### config.mk
export PLATFORM = sky130hd
export DESIGN_NAME = ain_layer_sched
export DESIGN_NICKNAME = d
export VERILOG_FILES = /design/src/rtl/ain_layer_sched.sv
export SDC_FILE = /design/constraint.sdc
export NUM_CORES = 1
export LEC_CHECK = 0
export CORE_AREA = 10 10 68 70
export CTS_CLUSTER_DIAMETER = 30
export DETAILED_ROUTE_END_ITERATION = 8
export DIE_AREA = 0 0 78 80
export DONT_BUFFER_PORTS = 1
export GPL_TIMING_DRIVEN = 0
export PLACE_DENSITY = 0.89
export SETUP_SLACK_MARGIN = 0.1
export SYNTH_ARGS = -nofsm -noshare
export SYNTH_HDL_FRONTEND = slang
export SYNTH_SLANG_ARGS = --single-unit
### constraint.sdc
create_clock -name clk -period 17.9 [get_ports clk]
set_clock_uncertainty 0.1 [all_clocks]
set_input_delay 3.58 -clock clk [delete_from_list [all_inputs] [get_ports clk]]
set_output_delay 3.58 -clock clk [all_outputs]
set_load 0.01 [all_outputs]
### src/rtl/ain_layer_sched.sv
// Layer sequencer for the AIN neuron datapath: loads an input vector, then
// time-shares one 4x4 signed MAC across N_NEU neurons and streams ReLU results.
//
// state | meaning
// IDLE  | waiting for start
// LOAD  | accepting N_IN input samples into x_buf
// MAC   | step k=0..N_IN: fetch weight k, accumulate x_buf[k-1]*w_data
// OUT   | presenting result of neuron n until y_ready
module ain_layer_sched #(
    parameter int N_IN  = 2,
    parameter int N_NEU = 4,
    parameter int ACC_W = 8 + $clog2(N_IN),
    localparam int AW = $clog2(N_IN * N_NEU),
    localparam int NW = (N_NEU > 1) ? $clog2(N_NEU) : 1,
    localparam int KW = $clog2(N_IN + 1)
) (
    input  logic          clk,
    input  logic          rst,
    input  logic          start,
    output logic          busy,
    output logic          done,
    input  logic          x_valid,
    output logic          x_ready,
    input  logic [3:0]    x_data,
    output logic [AW-1:0] w_addr,
    input  logic [3:0]    w_data,
    output logic          y_valid,
    input  logic          y_ready,
    output logic [4:0]    y_data,
    output logic [NW-1:0] y_idx
);

    typedef enum logic [1:0] {
        S_IDLE,
        S_LOAD,
        S_MAC,
        S_OUT
    } state_t;

    state_t state, state_nxt;

    logic [KW-1:0]            k;
    logic [NW-1:0]            n;
    logic signed [ACC_W-1:0]  acc;
    logic                     done_q;
    logic [AW-1:0]            w_addr_q;
    logic [3:0]               x_buf [N_IN];
    logic [3:0]               x_sel;
    logic [KW-1:0]            k_m1;
    logic [7:0]               prod;
    logic                     mac_fetch;
    logic                     last_load;
    logic                     last_step;
    logic                     last_neu;

    assign last_load = (k == KW'(N_IN - 1));
    assign last_step = (k == KW'(N_IN));
    assign last_neu  = (n == NW'(N_NEU - 1));
    assign mac_fetch = (state == S_MAC) && (k < KW'(N_IN));
    assign k_m1      = k - 1'b1;

    always_comb begin
        x_sel = '0;
        for (int i = 0; i < N_IN; i++) begin
            if (k_m1 == KW'(i)) x_sel = x_buf[i];
        end
    end

    // Low 8 bits of the unsigned product of sign-extended operands equal the signed product.
    assign prod = {{4{x_sel[3]}}, x_sel} * {{4{w_data[3]}}, w_data};

    // Address is combinational so the synchronous ROM returns the weight on the next step.
    assign w_addr = mac_fetch ? (AW'(n) * AW'(N_IN) + AW'(k)) : w_addr_q;

    always_comb begin
        state_nxt = state;
        x_ready   = 1'b0;
        y_valid   = 1'b0;
        case (state)
            S_IDLE: begin
                if (start) state_nxt = S_LOAD;
            end
            S_LOAD: begin
                x_ready = 1'b1;
                if (x_valid && last_load) state_nxt = S_MAC;
            end
            S_MAC: begin
                if (last_step) state_nxt = S_OUT;
            end
            S_OUT: begin
                y_valid = 1'b1;
                if (y_ready) state_nxt = last_neu ? S_IDLE : S_MAC;
            end
            default: state_nxt = S_IDLE;
        endcase
    end

    always_ff @(posedge clk) begin
        if (rst) begin
            state    <= S_IDLE;
            k        <= '0;
            n        <= '0;
            acc      <= '0;
            done_q   <= 1'b0;
            w_addr_q <= '0;
        end else begin
            state    <= state_nxt;
            done_q   <= 1'b0;
            w_addr_q <= w_addr;
            case (state)
                S_IDLE: begin
                    if (start) k <= '0;
                end
                S_LOAD: begin
                    if (x_valid) begin
                        if (last_load) begin
                            k <= '0;
                            n <= '0;
                        end else begin
                            k <= k + 1'b1;
                        end
                    end
                end
                S_MAC: begin
                    if (k == '0) acc <= '0;
                    else         acc <= acc + {{(ACC_W-8){prod[7]}}, prod};
                    k <= last_step ? '0 : k + 1'b1;
                end
                S_OUT: begin
                    if (y_ready) begin
                        if (last_neu) done_q <= 1'b1;
                        else          n <= n + 1'b1;
                    end
                end
                default: ;
            endcase
        end
    end

    always_ff @(posedge clk) begin
        if (!rst && state == S_LOAD && x_valid) begin
            for (int i = 0; i < N_IN; i++) begin
                if (k == KW'(i)) x_buf[i] <= x_data;
            end
        end
    end

    // ReLU, then keep the low five bits exactly as the neuron datapath does.
    assign y_data = (!acc[ACC_W-1] && (acc != '0)) ? acc[4:0] : 5'd0;
    assign y_idx  = n;
    assign busy   = (state != S_IDLE);
    assign done   = done_q;

endmodule

Yosys cells after proc, flatten, opt, wreduce, memory -nomap -nowiden
Memories as Yosys holds them, arrays and structs flattened.
Cells that the tools add are included.
Storage, ports and cells
  register bits after elaboration: 19
  latch bits: 0
  memory bits (writable): 8
  memory bits (read-only): 0
  bits of input ports: 13
  output and inout port bits: 14
  word-level logic and storage cells: 82
  memories kept: 1
Cells by class
  add/subtract/negate cells: 5
  $mul: 1
  divide/modulo/power cells: 0
  order comparisons: 1
  equal/unequal tests: 14
  shift-type cells: 0
  mux-type cells: 33
  bitwise operators: 2
  reductions and logical operators: 19
Memory list
  x_buf: words 2, bits a word 4, read ports 2, clocked after memory_dff 0, wr ports 1, RTL line 47  | logic [3:0] x_buf [N_IN];
Operators with widths (count)
  two-way mux 2 bit: 13
  != test 2 bit, second input constant: 7
  two-way mux 4 bit: 3
  two-way mux 1 bit: 11
  adder 9 bit: 1
  two-way mux 9 bit: 1
  nonzero test 9 bit: 1
  == test 2 bit, second input constant: 4
  multiplier 4 x 4 -> 8 bit: 1
  one-hot mux 2 bit (4 select lines): 1
  == test 2 x 1 -> 1 bit, second input constant: 3
  logical NOT 2 bit: 3
  one-hot mux 2 bit (3 select lines): 1
  logical AND 1 bit: 5
  two-way mux 5 bit: 1
  AND reduction 5 bit: 1
  adder 2 x 1 -> 2 bit, second input constant: 2
  one-hot mux 2 bit (2 select lines): 1
  AND reduction 4 bit: 1
  nonzero test 2 bit: 2
  OR reduction 4 bit: 1
  adder 3 x 2 -> 3 bit: 1
  two-way mux 3 bit: 1
  AND reduction 3 bit: 1
  other kinds (6): 8

Depth between registers and ports, before layout
  depth after elaboration: 7
  depth in mapped cells: 20

Worst setup path after synthesis
Ideal clock, no wire load.
  kind: input to register
  start: input port w_data[3]
  end: register acc[8]
  arrival: 7.961 ns
  path slack: 9.765 ns
  cell stages on the path: 16
  path buffers: 0
  cells stage by stage: inv_1 -> or2_2 -> fa_1 -> fa_1 -> fa_1 -> inv_1 -> ha_1 -> fa_1 -> a21o_1 -> a21oi_1 -> xnor3_1 -> ha_1 -> a21o_2 -> o21a_1 -> or4_1 -> a31oi_1
On the way
  word-level cells in the longest chain between the ends: 3
Ends and longest elaborated chain
  from (decl): RTL line 26  | input logic [3:0] w_data,
  multiplier 4 x 4 -> 8 bit: RTL line 70  | assign prod = {{4{x_sel[3]}}, x_sel} * {{4{w_data[3]}}, w_data};
  adder 9 bit: RTL line 126  | else acc <= acc + {{(ACC_W-8){prod[7]}}, prod};
  two-way mux 9 bit: RTL line 125  | if (k == '0) acc <= '0;
  to (signal assigned): RTL line 126
  to (decl): RTL line 44  | logic signed [ACC_W-1:0] acc;
No other way between the ends.
A chain may end at the register's enable or synchronous reset.

Worst setup path after layout
Ends and elaborated chain as after synthesis.

==> run metrics <==
internal power 112 µW; core footprint 0.00328 mm²; setup TNS 0 ns; syn avg cell area 9.45 µm²; Layout Utilization between 60% and 70%; drt first pass iters 4; initial DRC count between 90 and 100; reg2reg setup slack between 10 and 15 ns; area of placed instances 0.00223 mm²; Synth Instances between 200 and 250; Logic pwr share between 40% and 50%; status finished clean; Sw Share 40.1%; CTS tree done; Lkg Pwr approximately 0.0010 µW; R2R Path End acc[8]; Via Count around 1,700; minimum clock period 8.07 ns; hold path depth 2; Die Area around 0.0062 mm²; initial core utilization about two thirds; layout cells sized above 1 6.84%; clock root buffer clkbuf_4; Detail Route Antenna Nets 0; grt total ovfl 0; H-tree Lvls 1; port bufs 0; Layout Nets 285; ranking of synthesized cells by area dfxtp_1 18%, ha_1 16%, edfxtp_1 11%; type of origin of the critical path input pin; share of the synthesized area in the top cell type 17.5%; Synth Register Bits 27; commonest non-fill, non-tap cell in the layout ha_1; count of cell types in the netlist between 40 and 50; CP cell instances inv_1 -> or2_2 -> fa_1 -> fa_1 -> fa_1 -> inv_1 -> ha_1 -> fa_1 -> a21o_1 -> a21oi_1 -> xnor3_1 -> ha_1 -> a21o_2 -> o21a_1 -> or4_1 -> a31oi_1; Die X between 70 and 80 µm; FILL cells 260; Post-Syn Area 0.00217 mm²; total setup buffers inserted after CTS 0; Num CTS Buffers 3; cells on worst reg2reg path 18; Worst-path clk slew between 0.15 and 0.2 ns; CTS Sinks 27; Final setup violation count 0; WL final 4660 µm; EDFF count, synth 8; Clock power frac 15.4%; HPWL Detailed 3790 µm; Total GRT Usage approximately 16%; pin count of the biggest net entering global routing 18; Critical Path Max Stage Delay a little under 0.6 ns; Reg power frac 37.2%; initial antenna violation count 0; area occupied by registers around 620 µm²; maximum VDD drop 0.0000510 V; Slew Limit Fails 0; Via density between 6 and 7; Async S/R FF share, synth 0%; final cell count without fillers 280; Routed wire per std cell 16.6 µm; CP max FO 5; Crit path arrival time 8.25 ns; worst hold endpoint acc[7]; Clock Latency Late Sink 0.34 ns; worst path required time ~18 ns; clk buf depth 2; Antenna diodes 0; worst hold slack approximately 0.39 ns; Hold Crit Start acc[7]; Hold Fails Final Rpt 0; Cell Pwr Density ~83 mW/mm²; syn_nets 280; Max Cap Viol 0; row count 21; Chip Height roughly 80 µm; reg2reg start k[0]; CP max-delay cell fa_1; commonest cells after routing, fill and taps aside 27 x ha_1, 19 x dfxtp_1, 18 x inv_1, 18 x nor2_1, 13 x nand2_1; Worst Setup SP w_data[3]; unrepaired setup endpoints after global routing false; vias in the first global route roughly 1,700; FMAX 124 MHz; register area share after synthesis between 20 and 30%; Crit. End Element flip-flop; hold buffers post-CTS 0; Top FF cell, synth dfxtp_1; Area Growth Syn to Fin 4.09%; Routability Congestion around 0.87; I/O pin count 27; post-CTS sizing 0; global-route wire length before repair 8060 µm; Most common cell on crit path fa_1; area of the multi-input gates about 0.0014 mm²; Hold Crit Class flip-flop to flip-flop; Setup Crit Path Kind input pin to flip-flop; Worst Tran Pin Value between 0.5 and 0.6 ns; DRC 0; post-route cell area about 0.0023 mm²; Placed Instances roughly 280; Period Utilization, post-route a little under half; Psw 75.3 µW; Slew HR 63.2%; yosys warns 0; cell accounting for the most synthesized area dfxtp_1
[registers in the layout, summed over array words and instances (netlist names)]
name and flops:
acc 9, done 1, k 2, state 2
w_addr_q 3, x_buf 8, y_idx 2
[metal layers]
| layer | share of wire [%] | GRT usage, % |
|---|---|---|
| met1 | 41 | 17.8 |
| met2 | 50 | 27.3 |
| met3 | 6.6 | 3.83 |
| met4 | 2.4 | 6.09 |
| met5 | 0 | 0 |
[power groups by stage]
| stage | clock, µW | sequential, µW | combinational [µW] |
|---|---|---|---|
| after floorplan | 0 | 70.2 | 70.1 |
| after global placement | 0 | 70.8 | 83.2 |
| after detailed placement | 0 | 71.0 | 88.1 |
| after CTS | 29.5 | 69.7 | 89.0 |
| after global routing | 31.7 | 70.4 | 100 |
| final | 28.9 | 69.8 | 89.0 |
[worst max-delay path by stage]
stage          cells past startpoint  slack, ns     end
6_report                          16       9.83  acc[8]
3_3_place_gp                      16       9.59  acc[8]
2_1_floorplan                     16       9.76  acc[8]
5_1_grt                           16       9.60  acc[8]
4_1_cts                           16       9.80  acc[8]
3_5_place_dp                      16       9.47  acc[8]
[cells by family after synthesis]
kind of cell / Yosys count / share of synthesized area [%]
fa+ha+maj: 37 / 24.8
xor+xnor: 10 / 5.01
simple gates: 77 / 18.6
buf+inv: 24 / 4.89
flops: 27 / 28.6
mux: 4 / 2.01
compound gates: 51 / 16.2
[metrics by stage]
| stage | setup slack, ns | total power (µW) |
|---|---|---|
| final | 9.83 | 188 |
| after global routing | 9.60 | 202 |
| after CTS | 9.80 | 188 |
| after detailed placement | 9.47 | 159 |
| after global placement | 9.59 | 154 |
| after floorplan | 9.76 | 140 |
[synthesized netlist by cell type (2+ instances only)]
| master | n |
|---|---|
| edfxtp_1 | 8 |
| o21a_1 | 2 |
| dfxtp_1 | 19 |
| ha_1 | 27 |
| or3_1 | 3 |
| nor2_1 | 18 |
| o21bai_1 | 2 |
| a22o_1 | 6 |
| nand3_1 | 2 |
| nand2_1 | 13 |
| inv_1 | 18 |
| fa_1 | 10 |
| xnor2_1 | 5 |
| a21o_1 | 6 |
| a211oi_1 | 2 |
| and4_1 | 2 |
| nand3b_1 | 3 |
| mux2_2 | 3 |
| buf_2 | 2 |
| a22oi_1 | 6 |
| nor3_1 | 7 |
| nor2b_1 | 8 |
| nand2b_1 | 4 |
| and2_1 | 12 |
| o21ai_0 | 7 |
| a21oi_1 | 10 |
| xor2_1 | 3 |
[worst max-delay path, delay by kind of cell]
kind,cells,cell delay [ns]
xor+xnor,1,0.29
buf+inv,2,0.12
simple gates,2,0.79
compound gates,5,0.91
fa+ha+maj,6,2.54
[cell type report]
type,instances,area share (%)
inverters,19,3.15
well taps,46,2.54
clock buffers,3,0.996
multi-input cells,179,63.9
clock inverters,1,0.387
plain buffers,5,1.55
flip-flops and latches,27,27.4
Note: power is estimated with default switching activity, not from simulation.
